**config.mk**
```make
export PLATFORM = sky130hd
export DESIGN_NAME = uart_core
export DESIGN_NICKNAME = d
export VERILOG_FILES = /design/src/rtl/uart_core.sv
export SDC_FILE = /design/constraint.sdc
export NUM_CORES = 1
export LEC_CHECK = 0
export ABC_AREA = 1
export CORE_MARGIN = 3
export CORE_UTILIZATION = 60
export CTS_BUF_LIST = sky130_fd_sc_hd__clkbuf_8
export CTS_CLUSTER_DIAMETER = 200
export DETAILED_ROUTE_END_ITERATION = 8
export PLACE_DENSITY = 0.79
export SLEW_MARGIN = 20
export SYNTH_ARGS = -nofsm -noshare
export SYNTH_HDL_FRONTEND = slang
export SYNTH_SLANG_ARGS = --single-unit
```
**constraint.sdc**
```tcl
create_clock -name i_clk -period 8.3 [get_ports i_clk]
set_input_delay 1.66 -clock i_clk [delete_from_list [all_inputs] [get_ports i_clk]]
set_output_delay 1.66 -clock i_clk [all_outputs]
set_load 0.1 [all_outputs]
```
**src/rtl/uart_core.sv**
```systemverilog
// uart_core: full-duplex UART with fractional 16x baud generator, FWFT TX/RX
// FIFOs, serializer/deserializer, sticky error bits and saturating overrun counts.

// First-word-fall-through FIFO with a registered head word.
module uart_fifo #(
    parameter int DATA_WIDTH = 8,
    parameter int ADDR_WIDTH = 4
) (
    input  logic                  clk,
    input  logic                  rst_n,
    input  logic                  clr,
    input  logic                  wr,
    input  logic [DATA_WIDTH-1:0] wr_data,
    input  logic                  rd,
    output logic [DATA_WIDTH-1:0] head,
    output logic                  full,
    output logic                  empty,
    output logic [ADDR_WIDTH:0]   fill
);
    localparam logic [ADDR_WIDTH:0] FULL_COUNT = {1'b1, {ADDR_WIDTH{1'b0}}};
    localparam logic [ADDR_WIDTH:0] ONE_COUNT  = {{ADDR_WIDTH{1'b0}}, 1'b1};

    logic [DATA_WIDTH-1:0] mem [1 << ADDR_WIDTH];
    logic [ADDR_WIDTH-1:0] wr_ptr_reg;
    logic [ADDR_WIDTH-1:0] rd_ptr_reg;
    logic [ADDR_WIDTH:0]   count_reg;
    logic [DATA_WIDTH-1:0] head_reg;
    logic                  do_wr;
    logic                  do_rd;

    assign full  = (count_reg == FULL_COUNT);
    assign empty = (count_reg == '0);
    assign fill  = count_reg;
    assign head  = head_reg;
    // A write while full is rejected even if a pop happens in the same cycle.
    assign do_wr = wr && !full;
    assign do_rd = rd && !empty;

    // Storage array, left without reset so it can map onto RAM.
    always_ff @(posedge clk) begin
        if (do_wr && !clr) begin
            mem[wr_ptr_reg] <= wr_data;
        end
    end

    // Pointers and occupancy; clr empties the FIFO in one cycle.
    always_ff @(posedge clk or negedge rst_n) begin
        if (!rst_n) begin
            wr_ptr_reg <= '0;
            rd_ptr_reg <= '0;
            count_reg  <= '0;
        end else if (clr) begin
            wr_ptr_reg <= '0;
            rd_ptr_reg <= '0;
            count_reg  <= '0;
        end else begin
            if (do_wr) wr_ptr_reg <= wr_ptr_reg + 1'b1;
            if (do_rd) rd_ptr_reg <= rd_ptr_reg + 1'b1;
            if (do_wr && !do_rd) begin
                count_reg <= count_reg + 1'b1;
            end else if (do_rd && !do_wr) begin
                count_reg <= count_reg - 1'b1;
            end
        end
    end

    // Head word: bypass write data into an empty (or emptying) FIFO, else prefetch the next entry on pop.
    always_ff @(posedge clk or negedge rst_n) begin
        if (!rst_n) begin
            head_reg <= '0;
        end else if (!clr) begin
            if (do_wr && (empty || (count_reg == ONE_COUNT && do_rd))) begin
                head_reg <= wr_data;
            end else if (do_rd && count_reg > ONE_COUNT) begin
                head_reg <= mem[rd_ptr_reg + 1'b1];
            end
        end
    end
endmodule

module uart_core #(
    parameter int DATA_WIDTH            = 8,
    parameter int TX_PARITY_EN          = 0,
    parameter int RX_PARITY_EN          = 0,
    parameter int BAUDGEN_COUNTER_WIDTH = 20,
    parameter int FIFO_ADDR_WIDTH       = 4
) (
    input  logic                             i_clk,
    input  logic                             i_rstn,
    input  logic [BAUDGEN_COUNTER_WIDTH-1:0] i_divisor_x16,
    input  logic [3:0]                       i_fra_adj_x16,
    input  logic                             i_tx_wr,
    input  logic [DATA_WIDTH-1:0]            i_tx_data,
    output logic                             o_tx_full,
    output logic [FIFO_ADDR_WIDTH:0]         o_tx_fill,
    input  logic                             i_tx_fifo_rst,
    input  logic                             i_rx_rd,
    output logic [DATA_WIDTH-1:0]            o_rx_data,
    output logic                             o_rx_empty,
    output logic [FIFO_ADDR_WIDTH:0]         o_rx_fill,
    input  logic                             i_rx_fifo_rst,
    input  logic                             i_error_rst,
    output logic [1:0]                       o_uart_rx_error,
    output logic [3:0]                       o_fifo_tx_overrun,
    output logic [3:0]                       o_fifo_rx_overrun,
    input  logic                             i_RX,
    output logic                             o_TX
);
    localparam int BIT_W   = $clog2(DATA_WIDTH + 3);
    localparam int TX_BITS = DATA_WIDTH + TX_PARITY_EN + 2;
    localparam logic [BIT_W-1:0] TX_LAST = BIT_W'(TX_BITS - 1);
    localparam logic [BIT_W-1:0] RX_LAST = BIT_W'(DATA_WIDTH + RX_PARITY_EN);
    localparam logic [BIT_W-1:0] RX_DW   = BIT_W'(DATA_WIDTH);
    localparam logic [BAUDGEN_COUNTER_WIDTH:0] BAUD_ONE = {{BAUDGEN_COUNTER_WIDTH{1'b0}}, 1'b1};

    typedef enum logic [1:0] {TX_IDLE, TX_WAIT, TX_SEND} tx_state_t;
    typedef enum logic [1:0] {RX_IDLE, RX_START, RX_DATA} rx_state_t;

    // ---------------- baud generator ----------------
    logic [BAUDGEN_COUNTER_WIDTH:0] baud_cnt_reg;
    logic [BAUDGEN_COUNTER_WIDTH:0] baud_limit;
    logic [3:0]                     phase_reg;
    logic                           tick_reg;

    // The first fra_adj phases of every 16 get one extra clock.
    assign baud_limit = {1'b0, i_divisor_x16}
                      + {{BAUDGEN_COUNTER_WIDTH{1'b0}}, (phase_reg < i_fra_adj_x16)};

    // Tick counter: one-clock tick at the end of each phase period; divisor 0 stalls.
    always_ff @(posedge i_clk or negedge i_rstn) begin
        if (!i_rstn) begin
            baud_cnt_reg <= '0;
            phase_reg    <= '0;
            tick_reg     <= 1'b0;
        end else if (i_divisor_x16 == '0) begin
            baud_cnt_reg <= '0;
            tick_reg     <= 1'b0;
        end else if (baud_cnt_reg + BAUD_ONE >= baud_limit) begin
            baud_cnt_reg <= '0;
            phase_reg    <= phase_reg + 4'd1;
            tick_reg     <= 1'b1;
        end else begin
            baud_cnt_reg <= baud_cnt_reg + BAUD_ONE;
            tick_reg     <= 1'b0;
        end
    end

    // ---------------- FIFOs ----------------
    logic                  tx_empty;
    logic                  tx_pop;
    logic [DATA_WIDTH-1:0] tx_head;
    logic                  rx_push;
    logic                  rx_full;
    logic [DATA_WIDTH-1:0] rx_data_reg;

    uart_fifo #(.DATA_WIDTH(DATA_WIDTH), .ADDR_WIDTH(FIFO_ADDR_WIDTH)) tx_fifo (
        .clk(i_clk), .rst_n(i_rstn), .clr(i_tx_fifo_rst),
        .wr(i_tx_wr), .wr_data(i_tx_data), .rd(tx_pop),
        .head(tx_head), .full(o_tx_full), .empty(tx_empty), .fill(o_tx_fill)
    );

    uart_fifo #(.DATA_WIDTH(DATA_WIDTH), .ADDR_WIDTH(FIFO_ADDR_WIDTH)) rx_fifo (
        .clk(i_clk), .rst_n(i_rstn), .clr(i_rx_fifo_rst),
        .wr(rx_push), .wr_data(rx_data_reg), .rd(i_rx_rd),
        .head(o_rx_data), .full(rx_full), .empty(o_rx_empty), .fill(o_rx_fill)
    );

    // ---------------- transmitter ----------------
    tx_state_t          tx_state_reg, tx_state_next;
    logic [TX_BITS-1:0] tx_shift_reg;
    logic [TX_BITS-1:0] tx_frame;
    logic [3:0]         tx_tick_reg;
    logic [BIT_W-1:0]   tx_bit_reg;

    generate
        if (TX_PARITY_EN != 0) begin : g_tx_par
            assign tx_frame = {1'b1, ^tx_head, tx_head, 1'b0};
        end else begin : g_tx_nopar
            assign tx_frame = {1'b1, tx_head, 1'b0};
        end
    endgenerate

    assign o_TX = (tx_state_reg == TX_SEND) ? tx_shift_reg[0] : 1'b1;

    // TX state register.
    always_ff @(posedge i_clk or negedge i_rstn) begin
        if (!i_rstn) tx_state_reg <= TX_IDLE;
        else         tx_state_reg <= tx_state_next;
    end

    // TX next state: pop when idle, align start bit to a tick, 16 ticks per bit.
    always_comb begin
        tx_state_next = tx_state_reg;
        tx_pop        = 1'b0;
        case (tx_state_reg)
            TX_IDLE: if (!tx_empty) begin
                tx_pop        = 1'b1;
                tx_state_next = TX_WAIT;
            end
            TX_WAIT: if (tick_reg) tx_state_next = TX_SEND;
            TX_SEND: if (tick_reg && tx_tick_reg == 4'd15 && tx_bit_reg == TX_LAST) begin
                tx_state_next = TX_IDLE;
            end
            default: tx_state_next = TX_IDLE;
        endcase
    end

    // TX shifter: load the framed character on pop, shift after every 16th tick.
    always_ff @(posedge i_clk or negedge i_rstn) begin
        if (!i_rstn) begin
            tx_shift_reg <= '1;
            tx_tick_reg  <= '0;
            tx_bit_reg   <= '0;
        end else if (tx_pop) begin
            tx_shift_reg <= tx_frame;
            tx_tick_reg  <= '0;
            tx_bit_reg   <= '0;
        end else if (tx_state_reg == TX_SEND && tick_reg) begin
            tx_tick_reg <= tx_tick_reg + 4'd1;
            if (tx_tick_reg == 4'd15) begin
                tx_shift_reg <= {1'b1, tx_shift_reg[TX_BITS-1:1]};
                tx_bit_reg   <= tx_bit_reg + 1'b1;
            end
        end
    end

    // ---------------- receiver ----------------
    rx_state_t        rx_state_reg, rx_state_next;
    logic             rx_sync1_reg, rx_sync2_reg, rx_prev_reg;
    logic [3:0]       rx_tick_reg;
    logic [BIT_W-1:0] rx_bit_reg;
    logic             rx_par_reg;
    logic             rx_sample;
    logic             rx_stop;
    logic             rx_framing_err;
    logic             rx_parity_err;

    assign rx_framing_err = rx_stop && !rx_sync2_reg;
    assign rx_parity_err  = rx_stop && rx_sync2_reg && (RX_PARITY_EN != 0) && rx_par_reg;
    assign rx_push        = rx_stop && rx_sync2_reg && !rx_parity_err;

    // Two-flop synchronizer plus previous value for falling-edge detection.
    always_ff @(posedge i_clk or negedge i_rstn) begin
        if (!i_rstn) begin
            rx_sync1_reg <= 1'b1;
            rx_sync2_reg <= 1'b1;
            rx_prev_reg  <= 1'b1;
        end else begin
            rx_sync1_reg <= i_RX;
            rx_sync2_reg <= rx_sync1_reg;
            rx_prev_reg  <= rx_sync2_reg;
        end
    end

    // RX state register.
    always_ff @(posedge i_clk or negedge i_rstn) begin
        if (!i_rstn) rx_state_reg <= RX_IDLE;
        else         rx_state_reg <= rx_state_next;
    end

    // RX next state: confirm start at mid-bit, then sample every 16 ticks up to the stop bit.
    always_comb begin
        rx_state_next = rx_state_reg;
        rx_sample     = 1'b0;
        rx_stop       = 1'b0;
        case (rx_state_reg)
            RX_IDLE: if (rx_prev_reg && !rx_sync2_reg) rx_state_next = RX_START;
            RX_START: if (tick_reg && rx_tick_reg == 4'd7) begin
                rx_state_next = rx_sync2_reg ? RX_IDLE : RX_DATA;
            end
            RX_DATA: if (tick_reg && rx_tick_reg == 4'd15) begin
                rx_sample = 1'b1;
                if (rx_bit_reg == RX_LAST) begin
                    rx_stop       = 1'b1;
                    rx_state_next = RX_IDLE;
                end
            end
            default: rx_state_next = RX_IDLE;
        endcase
    end

    // RX datapath: tick/bit counters, LSB-first data shift and running parity.
    always_ff @(posedge i_clk or negedge i_rstn) begin
        if (!i_rstn) begin
            rx_tick_reg <= '0;
            rx_bit_reg  <= '0;
            rx_data_reg <= '0;
            rx_par_reg  <= 1'b0;
        end else begin
            if (rx_state_reg == RX_IDLE) begin
                rx_tick_reg <= '0;
            end else if (tick_reg) begin
                rx_tick_reg <= rx_tick_reg + 4'd1;
            end
            if (rx_state_reg == RX_START && tick_reg && rx_tick_reg == 4'd7) begin
                rx_tick_reg <= '0;
                rx_bit_reg  <= '0;
                rx_par_reg  <= 1'b0;
            end
            if (rx_sample && !rx_stop) begin
                rx_bit_reg <= rx_bit_reg + 1'b1;
                rx_par_reg <= rx_par_reg ^ rx_sync2_reg;
                if (rx_bit_reg < RX_DW) begin
                    rx_data_reg <= {rx_sync2_reg, rx_data_reg[DATA_WIDTH-1:1]};
                end
            end
        end
    end

    // ---------------- status ----------------
    logic [1:0] err_reg;
    logic [3:0] tx_ovr_reg;
    logic [3:0] rx_ovr_reg;

    assign o_uart_rx_error   = err_reg;
    assign o_fifo_tx_overrun = tx_ovr_reg;
    assign o_fifo_rx_overrun = rx_ovr_reg;

    // Sticky error bits and saturating overrun counters; only i_error_rst clears them.
    always_ff @(posedge i_clk or negedge i_rstn) begin
        if (!i_rstn) begin
            err_reg    <= '0;
            tx_ovr_reg <= '0;
            rx_ovr_reg <= '0;
        end else if (i_error_rst) begin
            err_reg    <= '0;
            tx_ovr_reg <= '0;
            rx_ovr_reg <= '0;
        end else begin
            if (rx_framing_err) err_reg[0] <= 1'b1;
            if (rx_parity_err)  err_reg[1] <= 1'b1;
            if (i_tx_wr && o_tx_full && tx_ovr_reg != 4'hF) tx_ovr_reg <= tx_ovr_reg + 4'd1;
            if (rx_push && rx_full && rx_ovr_reg != 4'hF)   rx_ovr_reg <= rx_ovr_reg + 4'd1;
        end
    end
endmodule

```
# After elaboration in Yosys (flattened, before gate mapping)
# Memories as Yosys holds them, arrays and structs flattened.
# Cells that the tools add are included.
# word_totals
memories	2
out_inout_bits	31
ramBits	256
input_bits	40
wordCells	209
regBits	118
# memory_table
name	depth	word_bits	rd	rd_clocked_by_memory_dff	write_ports	line_no	source
rx_fifo.mem	16	8	1	0	1	23	logic [DATA_WIDTH-1:0] mem [1 << ADDR_WIDTH];
tx_fifo.mem	16	8	1	0	1	23	
# op_classes
add_sub_neg	17
n_eq_ne	22
reduce_logical	72
bitwise_logic	3
mux	63
n_lt_le_gt_ge	5
# op_table
cell	n
4-bit 2-to-1 mux	22
4-bit by 1-bit adder with 4-bit output (second input constant)	11
21-bit 2-to-1 mux	2
8-bit 2-to-1 mux	4
1-bit logical AND	31
10-bit 2-to-1 mux	3
5-bit 2-to-1 mux	6
2-bit nonzero test	12
20-bit by 1-bit adder with 21-bit output	1
21-bit by 1-bit adder with 21-bit output (second input constant)	1
21-bit greater-or-equal comparator	1
20-bit zero test	1
4-bit equality test (second input constant)	4
1-bit 2-to-1 mux	16
2-bit 2-to-1 mux	8
1-bit zero test	12
2-bit inequality test (second input constant)	6
2-bit case mux with 3 select lines	2
5-bit by 1-bit adder with 5-bit output (second input constant)	2
5-bit by 1-bit equality test with 1-bit output (second input constant)	2
5-bit equality test (second input constant)	2
5-bit by 1-bit greater-than comparator with 1-bit output (second input constant)	2
5-bit zero test	2
2-bit AND reduction	5
14 further kinds	24

# Logic depth before layout (Yosys ltp)
# Gate-level depths: netlist (run 1).
# depth
depth_word	11
depth_mapped	23
mapped_depth_nobuf	23

# Modules after synthesis
# Synthesis (run 1) repeated with hierarchy kept, for this count alone.
# unflattened
cells_unflattened	2008
area_unflattened_um2	18496.5
# modules_own_cells
module	area_per_inst_um2	n_inst	seq_area_each_um2	cells_each
uart_fifo (tx_fifo)	6835.3	1	4369.2	692
uart_fifo (rx_fifo)	6820.3	1	4369.2	686
uart_core	4840.9	1	1891.8	630

# Worst setup path before layout (run 1)
# OpenSTA, ideal clock, no wires.
# synth_timing
path_kind	input-to-reg
from	input port i_fra_adj_x16[3]
to	register baud_cnt_reg[0]
required_time_ns	8.169
path_stages	22
slack_ns	3.578
n_path_buf	1
setup_time_ns	0.131
arrival_ns	4.591
cell_sequence	inv_1 ha_1 a21oi_1 o21a_1 ha_1 ha_1 nand2_1 nor2_1 nand2_1 nor2_1 nand4_1 xor2_1 inv_1 ha_1 nand2_1 nor2_1 nand2_1 nor2_1 nand2_1 nand4_1 clkbuf_1 nor2_1
# synth_via
elab_chain_len	5
# synth_lines
item	line_no	source
from (decl)	91	input logic [3:0] i_fra_adj_x16,
4-bit < comparator	127	+ {{BAUDGEN_COUNTER_WIDTH{1'b0}}, (phase_reg < i_fra_adj_x16)};
20-bit by 1-bit adder with 21-bit output	127	
21-bit greater-or-equal comparator	138	end else if (baud_cnt_reg + BAUD_ONE >= baud_limit) begin
21-bit 2-to-1 mux	138	
21-bit 2-to-1 mux	135	end else if (i_divisor_x16 == '0) begin
to (signal assigned)	143	baud_cnt_reg <= baud_cnt_reg + BAUD_ONE;
to (decl)	120	logic [BAUDGEN_COUNTER_WIDTH:0] baud_cnt_reg;
# No other way between the ends.
# A chain may end at the register's enable or synchronous reset.

# Final worst setup path (run 1)
# layout_timing
from	input port i_fra_adj_x16[3]
to	register baud_cnt_reg[20]
# Same word-level chain as after synthesis.

==> impl_results.md, run 1 <==
- Status: completed
- CP Capture Type: flop
- Tot GR Track Use: 0.245
- 1st-iter DRT viols: 1070
- Register bit total from synthesis: 373
- Synthesized instance count: 1890
- Slew HR: 0.256
- Unrepaired setup endpoints after global routing: no
- Worst Tran Pin Value: 1.11 ns
- Vias per Instance: 5.47
- CTS Buffer Depth: 3
- FP Rows: 62
- Crit Path Class: in2reg
- DR DRC count: 0
- Maximum vdd drop: 0.268 mV
- I/O pin count: 71
- Area Growth Syn to Fin: 12.0%
- Share of cells above drive strength 1: 0.0710
- Routed length per instance: 15.9 µm
- R2R Setup Slk: 3.90 ns
- Clock skew: 0.0349 ns
- CTS sink count: 373
- Clk slew on worst S/H paths: 0.06 ns
- Post-synthesis area per instance: 9.48 µm²
- Syn Nets: 1982
- Worst Path Arrival: 6.06 ns
- WP buf/inv: 2
- Critical Path RT: 8.78 ns
- Slowest CP cell: nand4_1
- ANT nets after route: 0
- DRT Pass-1 Iters: 7
- Starting Density: 0.616
- Ys flop type: edfxtp_1
- Post-synth EDFFs: 256
- Placeable Area: 29100 µm²
- Sequential-to-total area share from yosys stat: 0.593
- Routed wire length: 38.2 mm
- Uppermost layer routed: met4
- Largest net degree at the start of global routing: 77
- Post-CTS Setup Inserts: 0
- Ordered list of cells on the worst path: clkdlybuf4s50_1 -> inv_1 -> ha_1 -> a21oi_1 -> o21a_1 -> ha_1 -> ha_1 -> nand2_1 -> nor2_1 -> nand2_1 -> nor2_1 -> nand4_1 -> nor2_1 -> nand3_1 -> ha_1 -> a21oi_1 -> nand3_1 -> a21oi_1 -> nand4_1 -> nor2_1
- Die Span X: 179 µm
- Vias: 13123
- Max-Cap Viols: 0
- Tmin final: 5.58 ns
- Layout net count: 2061
- Die H: 179 µm
- F_max: 0.179 GHz
- Port bufs: 69
- Clk root buf: clkbuf_8
- Netlist Area Pre-Place: 17900 µm²
- CTS Buf Count: 58
- Initial antenna violation count: 0
- CTS tree: done
- Post-DP HPWL: 24.7 mm
- Final Wtd Congestion: 0.862
- Total negative slack: 0 ns
- Metal3 WL: 2.18 mm
- Crit-path leading delay family: simple AND/OR/NAND/NOR gates
- Hold Crit Class: reg2reg
- Wire length on met2: 18.7 mm
- Clk Latency, worst-skew pair: 0.60 ns
- First-pass GRT wire length: 63.1 mm
- Final Total Pwr: 4820 µW
- Antenna cell count: 0
- Fill cell count: 2156
- Vias in the first global route: 12941
- PostCTS Resize Cnt: 0
- CP max FO: 21
- Htree depth: 2
- Setup Viol. Count Final: 0
- Fin. Hold Viols: 0
- Static leakage: 0.00868 µW
- Final max-slew violation count: 0
- Full die area: 32000 µm²
- Grt ovf: 0
- Library cells used by synthesis: 46
- Power density over the cells: 240 nW/µm²
- Hold Buf Count CTS: 0
- Cell area after placement: 18900 µm²
- Period utilization: 0.673
- Yosys warns: 0
- Startpoint Class: input port
- Max incr delay on CP: 0.69 ns
- Ys async rst share: 0.314
- Final instance area: 20100 µm²
- Wire length on met1: 16.1 mm
[final timing paths]
kind	startpoint	end	cells after the start
setup / recovery	i_fra_adj_x16[3]	baud_cnt_reg[20]	20
max in group asynchronous	i_rstn	rx_fifo.rd_ptr_reg[0]	2
hold / removal	rx_sync1_reg	rx_sync2_reg	0
min in group asynchronous	i_rstn	tx_fifo.wr_ptr_reg[1]	1
setup reg to reg	phase_reg[3]	baud_cnt_reg[20]	18
hold reg to reg	rx_sync1_reg	rx_sync2_reg	0
[cell usage in the layout (no fill, tap or decap), drive strengths merged, types with 21 or more instances in the layout]
| master | synthesis | final |
|---|---|---|
| nand2 | 467 | 467 |
| edfxtp | 256 | 256 |
| nor2 | 236 | 236 |
| inv | 208 | 228 |
| nand3 | 203 | 203 |
| o21ai | 108 | 108 |
| dfrtp | 105 | 105 |
| clkdlybuf4s50 | 0 | 68 |
| clkbuf | 24 | 65 |
| ha | 52 | 52 |
| xor2 | 44 | 44 |
| o211ai | 29 | 29 |
| a21oi | 29 | 29 |
| nand4 | 21 | 21 |
[final cells by class]
cell class              instances  area [µm²]  area share
clock inverters                41         265      0.0132
flip-flops and latches        373       10600       0.530
repair buffers                 80         771      0.0384
multi-input cells            1246        6240       0.311
inverters                     210         788      0.0393
well taps                     384         480      0.0239
clock buffers                  65         895      0.0446
[cells by family after synthesis]
kind of cell,count (synthesis),synth area share
xor+xnor,56,0.0282
fa+ha+maj,52,0.0363
other cells,1,0.000209
flops,373,0.593
simple gates,953,0.224
compound gates,184,0.0584
buf+inv,271,0.0595
[report_power, final]
part	total [µW]	switching [µW]	internal, µW
clock network	1500	689	813
logic	1150	843	305
registers	2170	77.0	2100
[per-stage QoR]
step / hold slack (ns) / std cells / utilization / worst slack [ns]
6_report: 0.364 / 2399 / 0.690 / 2.72
5_1_grt: 0.370 / 2399 / 0.690 / 2.21
4_1_cts: 0.367 / 2399 / 0.690 / 2.76
3_5_place_dp: 0.355 / 2293 / 0.650 / 2.21
3_3_place_gp: 0.347 / 2293 / 0.650 / 2.40
2_1_floorplan: 0.345 / 1890 / - / 3.58
[routing by layer]
metal	up-vias	global-route usage
met3	103	0.0375
met4	0	0.0971
met1	6178	0.323
met5	-	0
met2	406	0.411
li1	6436	-
[synthesized netlist by cell type, drive strengths merged (6+ instances only)]
cell,number,area share
a21oi,29,0.0087
buf,37,0.011
clkbuf,24,0.0050
dfrtp,105,0.15
dfstp,12,0.018
edfxtp,256,0.43
ha,52,0.036
inv,208,0.044
nand2,467,0.10
nand3,203,0.058
nand4,21,0.0073
nor2,236,0.051
nor3,20,0.0062
o211ai,29,0.012
o21ai,108,0.030
o22ai,6,0.0021
xnor2,12,0.0063
xor2,44,0.022
(Power assumes the default switching activity.)
==> run 2: changes to the inputs <==
clock period = 5.2 ns   (was 8.3 ns; I/O delays follow)
==> impl_results.md, run 2 (synthesis gave the netlist of run 1 again) <==
- DRT Pass-1 Iters: 5 (was 7)
- Post-CTS Setup Inserts: 0 (unchanged)
- Slowest CP cell: clkdlybuf4s50_1 (was nand4_1)
- Tot GR Track Use: 0.249 (was 0.245)
- CTS Buf Count: 58 (unchanged)
- Maximum vdd drop: 0.352 mV (was 0.268 mV)
- Fin. Hold Viols: 0 (unchanged)
- Area Growth Syn to Fin: 11.9% (was 12.0%)
- Clk slew on worst S/H paths: 0.06 ns (about the same)
- Finished Core Util: 0.690 (about the same)
- Final Total Pwr: 7690 µW (was 4820 µW)
- Crit Path Class: in2reg (unchanged)
- Largest net degree at the start of global routing: 67 (was 77)
- Starting Density: 0.616 (unchanged)
- Final max-slew violation count: 0 (unchanged)
- Status: completed (unchanged)
- Vias: 13310 (was 13123)
- CP Capture Type: flop (unchanged)
- Full die area: 32000 µm² (unchanged)
- Worst Path Arrival: 5.02 ns (was 6.06 ns)
- Worst Tran Pin Value: 1.04 ns (was 1.11 ns)
- Tmin final: 4.55 ns
- Footprint of the multi-input gates: 6240 µm² (unchanged)
- RR Startpoint: phase_reg[3] (unchanged)
- CTS sink count: 373 (unchanged)
- Vias in the first global route: 12986 (was 12941)
- Port bufs: 69 (unchanged)
- Startpoint Class: input port (unchanged)
- CTS tree: done (unchanged)
- Final instance area: 20100 µm² (about the same)
- Total negative slack: 0 ns (unchanged)
- Fill cell count: 2212 (was 2156)
- Commonest non-fill, non-tap cell in the layout: nand2_1 (unchanged)
- Die H: 179 µm (unchanged)
- Commonest non-fill, non-tap cells in the layout: nand2_1 (455), edfxtp_1 (256), nor2_1 (232) (unchanged)
- Ordered list of cells on the worst path: clkdlybuf4s50_1 -> inv_1 -> ha_1 -> a21oi_1 -> o21a_1 -> ha_1 -> ha_1 -> nand2_1 -> nor2_1 -> nand2_1 -> nor2_1 -> nand4_1 -> nor2_1 -> nand3_1 -> ha_1 -> nand2_1 -> nor2_1 -> nand2_1 -> nor2_1 -> nand2_1 -> nand4_1 -> nand2_1 -> nand2_1 -> nand2_1 (was clkdlybuf4s50_1 -> inv_1 -> ha_1 -> a21oi_1 -> o21a_1 -> ha_1 -> ha_1 -> nand2_1 -> nor2_1 -> nand2_1 -> nor2_1 -> nand4_1 -> nor2_1 -> nand3_1 -> ha_1 -> a21oi_1 -> nand3_1 -> a21oi_1 -> nand4_1 -> nor2_1)
- Antenna cell count: 0 (unchanged)
- Period utilization: 0.874
- Layout net count: 2063 (was 2061)
- 1st-iter DRT viols: 1096 (was 1070)
- DR DRC count: 0 (unchanged)
- Clock skew: 0.0459 ns (was 0.0349 ns)
- ANT nets after route: 0 (unchanged)
- I/O pin count: 71 (unchanged)
- Final Wtd Congestion: 0.855 (was 0.862)
- Hold Buf Count CTS: 0 (unchanged)
- CTS Buffer Depth: 3 (unchanged)
- Slew HR: 0.299 (was 0.256)
- Grt ovf: 0 (unchanged)
- FP Rows: 62 (unchanged)
- Power density over the cells: 383 nW/µm² (was 240 nW/µm²)
- Clk Latency, worst-skew pair: 0.62 ns (was 0.60 ns)
- Htree depth: 2 (unchanged)
- Clk root buf: clkbuf_8 (unchanged)
- Vias per Instance: 5.54 (was 5.47)
- F_max: 0.220 GHz
- Sequential Area: 10600 µm² (unchanged)
- Post-DP HPWL: 25.5 mm (was 24.7 mm)
- Unrepaired setup endpoints after global routing: no (unchanged)
- Initial antenna violation count: 0 (unchanged)
- Routed wire length: 39.0 mm (was 38.2 mm)
- Critical Path RT: 5.67 ns (was 8.78 ns)
- Hold Crit Class: reg2reg (unchanged)
- Max incr delay on CP: 0.45 ns (was 0.69 ns)
- Max-Cap Viols: 0 (unchanged)
- Setup crit start: i_fra_adj_x16[3] (unchanged)
- Static leakage: 0.00865 µW (was 0.00868 µW)
- Die Span X: 179 µm (unchanged)
- CP max FO: 5 (was 21)
- Setup Viol. Count Final: 0 (unchanged)
- PostCTS Resize Cnt: 0 (unchanged)
- Share of cells above drive strength 1: 0.0693 (was 0.0710)
- Placeable Area: 29100 µm² (unchanged)
- Critical Path Most Common Cell: nand2_1
- Cell area after placement: 18900 µm² (about the same)
- First-pass GRT wire length: 63.8 mm (was 63.1 mm)
- HP Start: rx_sync1_reg (unchanged)
- Routed length per instance: 16.2 µm (was 15.9 µm)
==> run 2: changes by cell type in the layout (fill, tap and decap cells not counted) <==
| cell | before | now |
|---|---|---|
| inv_8 | 1 | 0 |
| buf_4 | 12 | 14 |
| clkinv_8 | 1 | 2 |
| clkbuf_8 | 65 | 61 |
| clkinv_1 | 11 | 25 |
| clkinvlp_4 | 1 | 0 |
| inv_1 | 220 | 214 |
==> run 2: layout make-up <==
class	count	area share
clock buffers	61	0.0418
clock inverters	48	0.0146
inverters	210	0.0393
multi-input cells	1246	0.311
flip-flops and latches	373	0.530
well taps	384	0.0239
repair buffers	82	0.0392
==> run 2: path summary, 6_finish.rpt <==
path | to | slack [ns] | depth (start not counted)
max | phase_reg[1] | 0.65 | 24
min reg2reg | rx_sync2_reg | 0.36 | 0
max reg2reg | phase_reg[1] | 1.16 | 22
min in group asynchronous | rx_data_reg[4] | 0.46 | 1
max in group asynchronous | tx_fifo.rd_ptr_reg[0] | 3.77 | 2
min | rx_sync2_reg | 0.36 | 0
==> run 2: per-layer routing <==
layer | wire [µm] | GRT usage
met2 | 19400 | 0.427
met3 | 2210 | 0.0354
met5 | 0 | 0
met1 | 16300 | 0.328
met4 | 1020 | 0.0821
==> run 2: power breakdown <==
part	leakage (µW)	total [µW]	switching [µW]	internal [µW]
Clock	0.000631	2360	1120	1240
Sequential	0.00418	3490	145	3350
Combinational	0.00384	1830	1340	489
==> run 2: stage by stage <==
step / hold slack, ns / setup slack (ns) / std cells
floorplan: 0.345 / 1.10 / 1890
global placement: 0.348 / 0.302 / 2295
detailed placement: 0.347 / 0.0910 / 2295
CTS: 0.356 / 0.727 / 2404
global route: 0.362 / 0.248 / 2404
finish: 0.356 / 0.653 / 2404
==> run 2: worst max-delay path: cells and delay by family <==
family          cells  cell delay (ns)
compound gates      2             0.35
buf+inv             2             0.49
fa+ha+maj           4             1.01
simple gates       16             2.14
